<file path="src/rtl/alu_seq_if.sv">
// alu_seq_if: operand/opcode request side and result/flags response side of alu_seq.
// master drives requests and consumes results; slave is the ALU.
interface alu_seq_if #(
  parameter int unsigned WIDTH = 16
);
  logic             In_Valid;
  logic             In_Ready;
  logic [WIDTH-1:0] A_In;
  logic [WIDTH-1:0] B_In;
  logic             Carry_In;
  logic [3:0]       Opcode;
  logic             Out_Valid;
  logic             Out_Ready;
  logic [WIDTH-1:0] ALU_Out;
  logic             Carry_Out;
  logic             Zero;
  logic             Negative;
  logic             Overflow;
  logic             Error;

  modport master (
    output In_Valid, A_In, B_In, Carry_In, Opcode, Out_Ready,
    input  In_Ready, Out_Valid, ALU_Out, Carry_Out, Zero, Negative, Overflow, Error
  );

  modport slave (
    input  In_Valid, A_In, B_In, Carry_In, Opcode, Out_Ready,
    output In_Ready, Out_Valid, ALU_Out, Carry_Out, Zero, Negative, Overflow, Error
  );
endinterface

</file>
<file path="src/rtl/alu_seq.sv">
// alu_seq: registered WIDTH-bit ALU with valid/ready on both sides and status flags.
// Define ALU_SEQ_SHIFT_EN to add multi-cycle SHL/SHR/ASR/ROL (one bit per cycle).
module alu_seq #(
  parameter int unsigned WIDTH = 16
) (
  input logic       i_clk,
  input logic       i_rst,
  alu_seq_if.slave  bus
);

  logic             w_accept;
  logic             w_in_ready;
  logic             w_is_shift;
  logic             w_done;
  logic [WIDTH-1:0] w_sh_res;
  logic             w_sh_c;
  logic [WIDTH-1:0] w_b_eff;
  logic [WIDTH:0]   w_sum;
  logic             w_add_ovf;
  logic [WIDTH-1:0] w_res;
  logic             w_c;
  logic             w_v;
  logic             w_e;

  logic             r_out_valid;
  logic [WIDTH-1:0] r_out;
  logic             r_c;
  logic             r_z;
  logic             r_n;
  logic             r_v;
  logic             r_e;

  assign w_accept  = bus.In_Valid && w_in_ready;
  // SUB is A + ~B + Carry_In, so overflow is judged against the inverted operand.
  assign w_b_eff   = (bus.Opcode == 4'd1) ? ~bus.B_In : bus.B_In;
  assign w_sum     = {1'b0, bus.A_In} + {1'b0, w_b_eff} + {{WIDTH{1'b0}}, bus.Carry_In};
  assign w_add_ovf = (bus.A_In[WIDTH-1] == w_b_eff[WIDTH-1]) &&
                     (w_sum[WIDTH-1] != bus.A_In[WIDTH-1]);

  always_comb begin
    w_res = '0;
    w_c   = 1'b0;
    w_v   = 1'b0;
    w_e   = 1'b0;
    case (bus.Opcode)
      4'd0, 4'd1: begin
        w_res = w_sum[WIDTH-1:0];
        w_c   = w_sum[WIDTH];
        w_v   = w_add_ovf;
      end
      4'd2:    w_res = ~bus.A_In;
      4'd3:    w_res = bus.A_In | bus.B_In;
      4'd4:    w_res = bus.A_In & bus.B_In;
      4'd5:    w_res = ~bus.A_In & bus.B_In;
      4'd6:    w_res = bus.A_In ^ bus.B_In;
      4'd7:    w_res = ~(bus.A_In ^ bus.B_In);
      default: w_e   = 1'b1;
    endcase
  end

`ifdef ALU_SEQ_SHIFT_EN
  localparam int unsigned SHW = $clog2(WIDTH);
  localparam logic ST_IDLE  = 1'b0;
  localparam logic ST_SHIFT = 1'b1;

  logic           r_state;
  logic [SHW-1:0] r_cnt;
  logic [WIDTH-1:0] r_work;
  logic           r_shc;
  logic [1:0]     r_shop;

  assign w_is_shift = (bus.Opcode[3:2] == 2'b10);
  assign w_done     = (r_state == ST_SHIFT) && (r_cnt == '0);
  assign w_in_ready = (r_state == ST_IDLE) && (!r_out_valid || bus.Out_Ready);
  assign w_sh_res   = r_work;
  assign w_sh_c     = r_shc;

  always_ff @(posedge i_clk) begin
    if (i_rst) begin
      r_state <= ST_IDLE;
      r_cnt   <= '0;
      r_work  <= '0;
      r_shc   <= 1'b0;
      r_shop  <= 2'd0;
    end else if (r_state == ST_IDLE) begin
      if (w_accept && w_is_shift) begin
        r_state <= ST_SHIFT;
        r_cnt   <= bus.B_In[SHW-1:0];
        r_work  <= bus.A_In;
        r_shc   <= 1'b0;
        r_shop  <= bus.Opcode[1:0];
      end
    end else if (r_cnt != '0) begin
      r_cnt <= r_cnt - SHW'(1);
      case (r_shop)
        2'd0: begin
          r_work <= {r_work[WIDTH-2:0], 1'b0};
          r_shc  <= r_work[WIDTH-1];
        end
        2'd1: begin
          r_work <= {1'b0, r_work[WIDTH-1:1]};
          r_shc  <= r_work[0];
        end
        2'd2: begin
          r_work <= {r_work[WIDTH-1], r_work[WIDTH-1:1]};
          r_shc  <= r_work[0];
        end
        default: begin
          r_work <= {r_work[WIDTH-2:0], r_work[WIDTH-1]};
          r_shc  <= r_work[WIDTH-1];
        end
      endcase
    end else begin
      r_state <= ST_IDLE;
    end
  end
`else
  assign w_is_shift = 1'b0;
  assign w_done     = 1'b0;
  assign w_in_ready = !r_out_valid || bus.Out_Ready;
  assign w_sh_res   = '0;
  assign w_sh_c     = 1'b0;
`endif

  // Acceptance implies the output slot is free or draining, so a load never overwrites live data.
  always_ff @(posedge i_clk) begin
    if (i_rst) begin
      r_out_valid <= 1'b0;
      r_out       <= '0;
      r_c         <= 1'b0;
      r_z         <= 1'b0;
      r_n         <= 1'b0;
      r_v         <= 1'b0;
      r_e         <= 1'b0;
    end else if (w_accept && !w_is_shift) begin
      r_out_valid <= 1'b1;
      r_out       <= w_res;
      r_c         <= w_c;
      r_z         <= (w_res == '0);
      r_n         <= w_res[WIDTH-1];
      r_v         <= w_v;
      r_e         <= w_e;
    end else if (w_done) begin
      r_out_valid <= 1'b1;
      r_out       <= w_sh_res;
      r_c         <= w_sh_c;
      r_z         <= (w_sh_res == '0);
      r_n         <= w_sh_res[WIDTH-1];
      r_v         <= 1'b0;
      r_e         <= 1'b0;
    end else if (bus.Out_Ready) begin
      r_out_valid <= 1'b0;
    end
  end

  assign bus.In_Ready  = w_in_ready;
  assign bus.Out_Valid = r_out_valid;
  assign bus.ALU_Out   = r_out;
  assign bus.Carry_Out = r_c;
  assign bus.Zero      = r_z;
  assign bus.Negative  = r_n;
  assign bus.Overflow  = r_v;
  assign bus.Error     = r_e;

endmodule

</file>
<file path="src/flat_wrapper.sv">
// flat-port wrapper written by rule: the top's interface ports become plain ports
module alu_seq_flat 
#(
  parameter int unsigned WIDTH = 16
)
  (i_clk, i_rst, bus_In_Valid, bus_A_In, bus_B_In, bus_Carry_In, bus_Opcode, bus_Out_Ready, bus_In_Ready, bus_Out_Valid, bus_ALU_Out, bus_Carry_Out, bus_Zero, bus_Negative, bus_Overflow, bus_Error);
  alu_seq_if #(.WIDTH(WIDTH)) bus_i ();
  input logic i_clk;
  input logic i_rst;
  input wire logic [$bits(bus_i.In_Valid)-1:0] bus_In_Valid;
  input wire logic [$bits(bus_i.A_In)-1:0] bus_A_In;
  input wire logic [$bits(bus_i.B_In)-1:0] bus_B_In;
  input wire logic [$bits(bus_i.Carry_In)-1:0] bus_Carry_In;
  input wire logic [$bits(bus_i.Opcode)-1:0] bus_Opcode;
  input wire logic [$bits(bus_i.Out_Ready)-1:0] bus_Out_Ready;
  output wire logic [$bits(bus_i.In_Ready)-1:0] bus_In_Ready;
  output wire logic [$bits(bus_i.Out_Valid)-1:0] bus_Out_Valid;
  output wire logic [$bits(bus_i.ALU_Out)-1:0] bus_ALU_Out;
  output wire logic [$bits(bus_i.Carry_Out)-1:0] bus_Carry_Out;
  output wire logic [$bits(bus_i.Zero)-1:0] bus_Zero;
  output wire logic [$bits(bus_i.Negative)-1:0] bus_Negative;
  output wire logic [$bits(bus_i.Overflow)-1:0] bus_Overflow;
  output wire logic [$bits(bus_i.Error)-1:0] bus_Error;
  assign bus_i.In_Valid = bus_In_Valid;
  assign bus_i.A_In = bus_A_In;
  assign bus_i.B_In = bus_B_In;
  assign bus_i.Carry_In = bus_Carry_In;
  assign bus_i.Opcode = bus_Opcode;
  assign bus_i.Out_Ready = bus_Out_Ready;
  assign bus_In_Ready = bus_i.In_Ready;
  assign bus_Out_Valid = bus_i.Out_Valid;
  assign bus_ALU_Out = bus_i.ALU_Out;
  assign bus_Carry_Out = bus_i.Carry_Out;
  assign bus_Zero = bus_i.Zero;
  assign bus_Negative = bus_i.Negative;
  assign bus_Overflow = bus_i.Overflow;
  assign bus_Error = bus_i.Error;
  alu_seq #(.WIDTH(WIDTH)) u_core (.i_clk(i_clk), .i_rst(i_rst), .bus(bus_i));
endmodule
</file>
<file path="config.mk">
export PLATFORM = sky130hd
export DESIGN_NAME = alu_seq_flat
export DESIGN_NICKNAME = d
export VERILOG_FILES = /design/src/rtl/alu_seq_if.sv /design/src/rtl/alu_seq.sv /design/src/flat_wrapper.sv
export SDC_FILE = /design/constraint.sdc
export NUM_CORES = 1
export LEC_CHECK = 0
export BUFFER_PORTS_ARGS = -buffer_cell sky130_fd_sc_hd__buf_2
export CAP_MARGIN = 40
export CORE_MARGIN = 5
export CORE_UTILIZATION = 46
export DETAILED_ROUTE_END_ITERATION = 10
export GPL_TIMING_DRIVEN = 0
export PLACE_DENSITY = 0.79
export SLEW_MARGIN = 20
export SYNTH_ARGS = -nofsm -noshare
export SYNTH_HDL_FRONTEND = slang
export SYNTH_SLANG_ARGS = --single-unit
</file>
<file path="constraint.sdc">
create_clock -name i_clk -period 6.22 [get_ports i_clk]
set_input_delay 0.933 -clock i_clk [delete_from_list [all_inputs] [get_ports i_clk]]
set_output_delay 0.933 -clock i_clk [all_outputs]
set_load 0.03 [all_outputs]
</file>
==> flow_summary.yaml <==
outcome:
  status: "finished, final reports clean"
clock_network:
  cts_made_buffers: 3
  h-tree-depth: 1
  cts_hold_buf: 0
  worstSkewPairLatency_ns: 0.27
  cts_resized: 0
  tritoncts: "built"
  cts.reportedPaths.clkPinSlew_ns: 0.08
  cts_max_path_buffers: 2
  post_cts_buffers: 0
  cts_root_buffer: "clkbuf_8"
  cts_sinks: 21
global_route:
  grt_first_pass_wirelength_um: 15700
  grt_pass1_vias: 3300
  antenna_found_initial: 0
  grt_max_degree: 13
  overflow: 0
  track_usage: 0.222
power:
  seqPwrFrac: 0.273
  netSwitchingPower_mw: 0.235
  pwr-share-clk: 0.168
  p_per_area_mw_per_mm2: 150
  p_sw_frac: 0.433
  p_comb_frac: 0.559
  internal-power_mw: 0.307
  peakVddDrop_uv: 84.4
  p_leak_nw: 1.68
critical_path:
  critPathKind: "input pin to flip-flop"
  critPathTopFamily: "buffers and inverters"
  r2r-start: "u_core.bus.Out_Valid"
  critPathSlowestCell: "buf_2"
  max_stage_delay_ns: 0.41
  timing.critical_path.mode_cell: "buf_2"
  crit_buf_inv: 7
  critPathMaxFanout: 10
  start_kind: "input pin"
  critPathLaunch: "bus_Opcode[0]"
  cp.arrival_ns: 5.28
  path_cells: "buf_6, buf_4, buf_2, buf_2, and2_1, buf_2, buf_2, xnor2_1, fa_1, inv_1, fa_1, a21o_1, a21o_1, xor2_1, a2111oi_2, nand4_1, nor4_1, nand4_1, o21ai_1"
  critPathCaptureType: "flip-flop"
  critPathRequiredTime_ns: 6.42
logic_synthesis:
  synth_area_leaders: "dfxtp_1 13%, ha_1 13%, xnor2_1 5.8%"
  synthTopCellsByCount: "37 x inv_1, 33 x nor2_1, 32 x ha_1, 30 x nand2_1, 28 x a21oi_1"
  synth_fa_ha_area_frac: 0.140
  syn-num-nets: 496
  ys_warn_count: 0
  synth_edf_count: 0
  synth-simple-area-share: 0.200
  seq_area_frac_synth: 0.133
  synth_mux_area_frac: 0.0508
  synth_top_area_share: 0.133
  syn_inst: 421
  ys_seq_elements: 21
  synth_top_family_by_area: "compound AO/OA/AOI/OAI gates"
  yosysUniqueCellTypes: 70
  syn-cell-area_mm2: 0.00315
  synth_top_area_cell: "dfxtp_1"
  synth_most_common_cell: "inv_1"
  yosys_most_used_dff: "dfxtp_1"
  async_flop_share: 0
  syn_area_per_cell_um2: 7.49
  synth_compound_area_frac: 0.309
  synth-xor-area-share: 0.0778
sta:
  max_slew.worst_pin.slew_ns: 0.676
  timing.fmax_ghz: 0.197
  min_period_over_period: 0.817
  setup_violations: 0
  timing_hold_violations_final: 0
  hold_slack_ns: 0.456
  rsz0062_at_grt: "false"
  period_minus_slack_ns: 5.08
  relSlewSlack: 0.548
  layout_setup_ws_ns: 1.14
  setup_tns_ns: 0
  report.final.slew_viol_count: 0
  skew_ns: 0.00757
floorplan:
  ios: 64
  initial_core_util: 0.469
  die_w_um: 92.8
  dieHeight_um: 92.8
  die_area_mm2: 0.00861
  coreArea_mm2: 0.00672
  rows: 30
final_layout:
  nFillCells: 647
  diodes: 0
  seq_area_um2: 420
  fin_area_mm2: 0.00360
  multi_input_area_mm2: 0.00245
  area_delta_synth_final_pct: 14.3
  layoutNonFillerInstCount: 566
  final_nets: 562
  drive_gt1_frac: 0.191
placed_design:
  place_hpwl_um: 7780
  placed_area_mm2: 0.00356
  place.gp.congestion: 0.994
  dp.cells: 562
  dp_slack_ns: 0.943
  io_buffers: 61
routing:
  wl_um: 9920
  dr.pass1.iters: 5
  final_antenna_net_count: 0
  vias_per_cell: 6.26
  drc: 0
  routedWlPerCell_um: 17.5
  drtIter0Drc: 261
  num_vias: 3543
hold_path:
  hp-start: "u_core.bus.ALU_Out[10]"
  hp-class: "flip-flop to flip-flop"
flow_run:
  drv_cap: 0
## worst register-to-register path, delay by kind of cell, from the launching register on
family,cells,cell delay [ns]
simple gates,5,0.97
compound gates,3,0.71
flops,1,0.31
## per-stage QoR
step / util / power, mW
6_report: 0.536 / 0.542
4_1_cts: 0.536 / 0.538
5_1_grt: 0.536 / 0.578
2_1_floorplan: - / 0.368
3_5_place_dp: 0.529 / 0.448
3_3_place_gp: 0.529 / 0.439
## worst paths after layout
path                            endpoint  slack (ns)  depth (start not counted)
hold / removal    u_core.bus.ALU_Out[10]        0.46                          2
hold reg to reg   u_core.bus.ALU_Out[10]        0.46                          2
setup / recovery         u_core.bus.Zero        1.14                         19
setup reg to reg         u_core.bus.Zero        4.17                          8
## state kept, by name, indices dropped and copies added (netlist names)
name                  count
u_core.bus.ALU_Out       15
u_core.bus.Overflow       1
u_core.bus.Error          1
u_core.bus.Zero           1
u_core.bus.Carry_Out      1
u_core.bus.Out_Valid      1
u_core.bus.Negative       1
## layout make-up
cell class,count,area share
clock buffers,3,0.0115
clock inverters,1,0.00139
inverters,38,0.0396
multi-input cells,337,0.680
flip-flops and latches,21,0.117
plain buffers,25,0.0385
repair buffers,61,0.0847
well taps,80,0.0278
## layout by cell type, fill, tap and decap left out, types with 4 or more instances in the layout
master	instances
a2bb2oi_1	6
inv_1	37
a221oi_1	6
mux2i_1	16
dfxtp_1	21
clkbuf_1	9
a211oi_1	19
xor2_1	7
a21oi_1	28
nand4_1	6
o21ai_0	20
xnor2_1	21
buf_2	70
nor2_1	33
a31oi_1	6
nor2b_1	4
nor3_1	14
and2_1	4
nand2b_1	6
o211ai_1	5
o31ai_1	5
nand2_1	30
a21o_1	6
ha_1	32
## cells by family (layout without fill, tap and decap cells)
kind of cell             count (synthesis)  count (layout)
adder cells (fa/ha/maj)                 34              34
XOR/XNOR                                28              28
flip-flops                              21              21
buffers and inverters                   63             128
AO/OA/AOI/OAI                          136             136
AND/OR/NAND/NOR                        123             123
multiplexers                            16              16
## per-layer routing
layer	GRT usage	share of wire
met5	0	0
met4	0.0842	0.031
met3	0.0325	0.061
met2	0.370	0.48
met1	0.287	0.43
## power by group through the flow
| stage | logic (mW) | clock network (mW) | registers, mW |
|---|---|---|---|
| floorplan | 0.200 | 0 | 0.169 |
| global placement | 0.289 | 0 | 0.151 |
| CTS | 0.298 | 0.0921 | 0.148 |
| detailed placement | 0.297 | 0 | 0.151 |
| finish | 0.303 | 0.0911 | 0.148 |
| global route | 0.332 | 0.0979 | 0.149 |
Power figures use the tool's default switching activity.
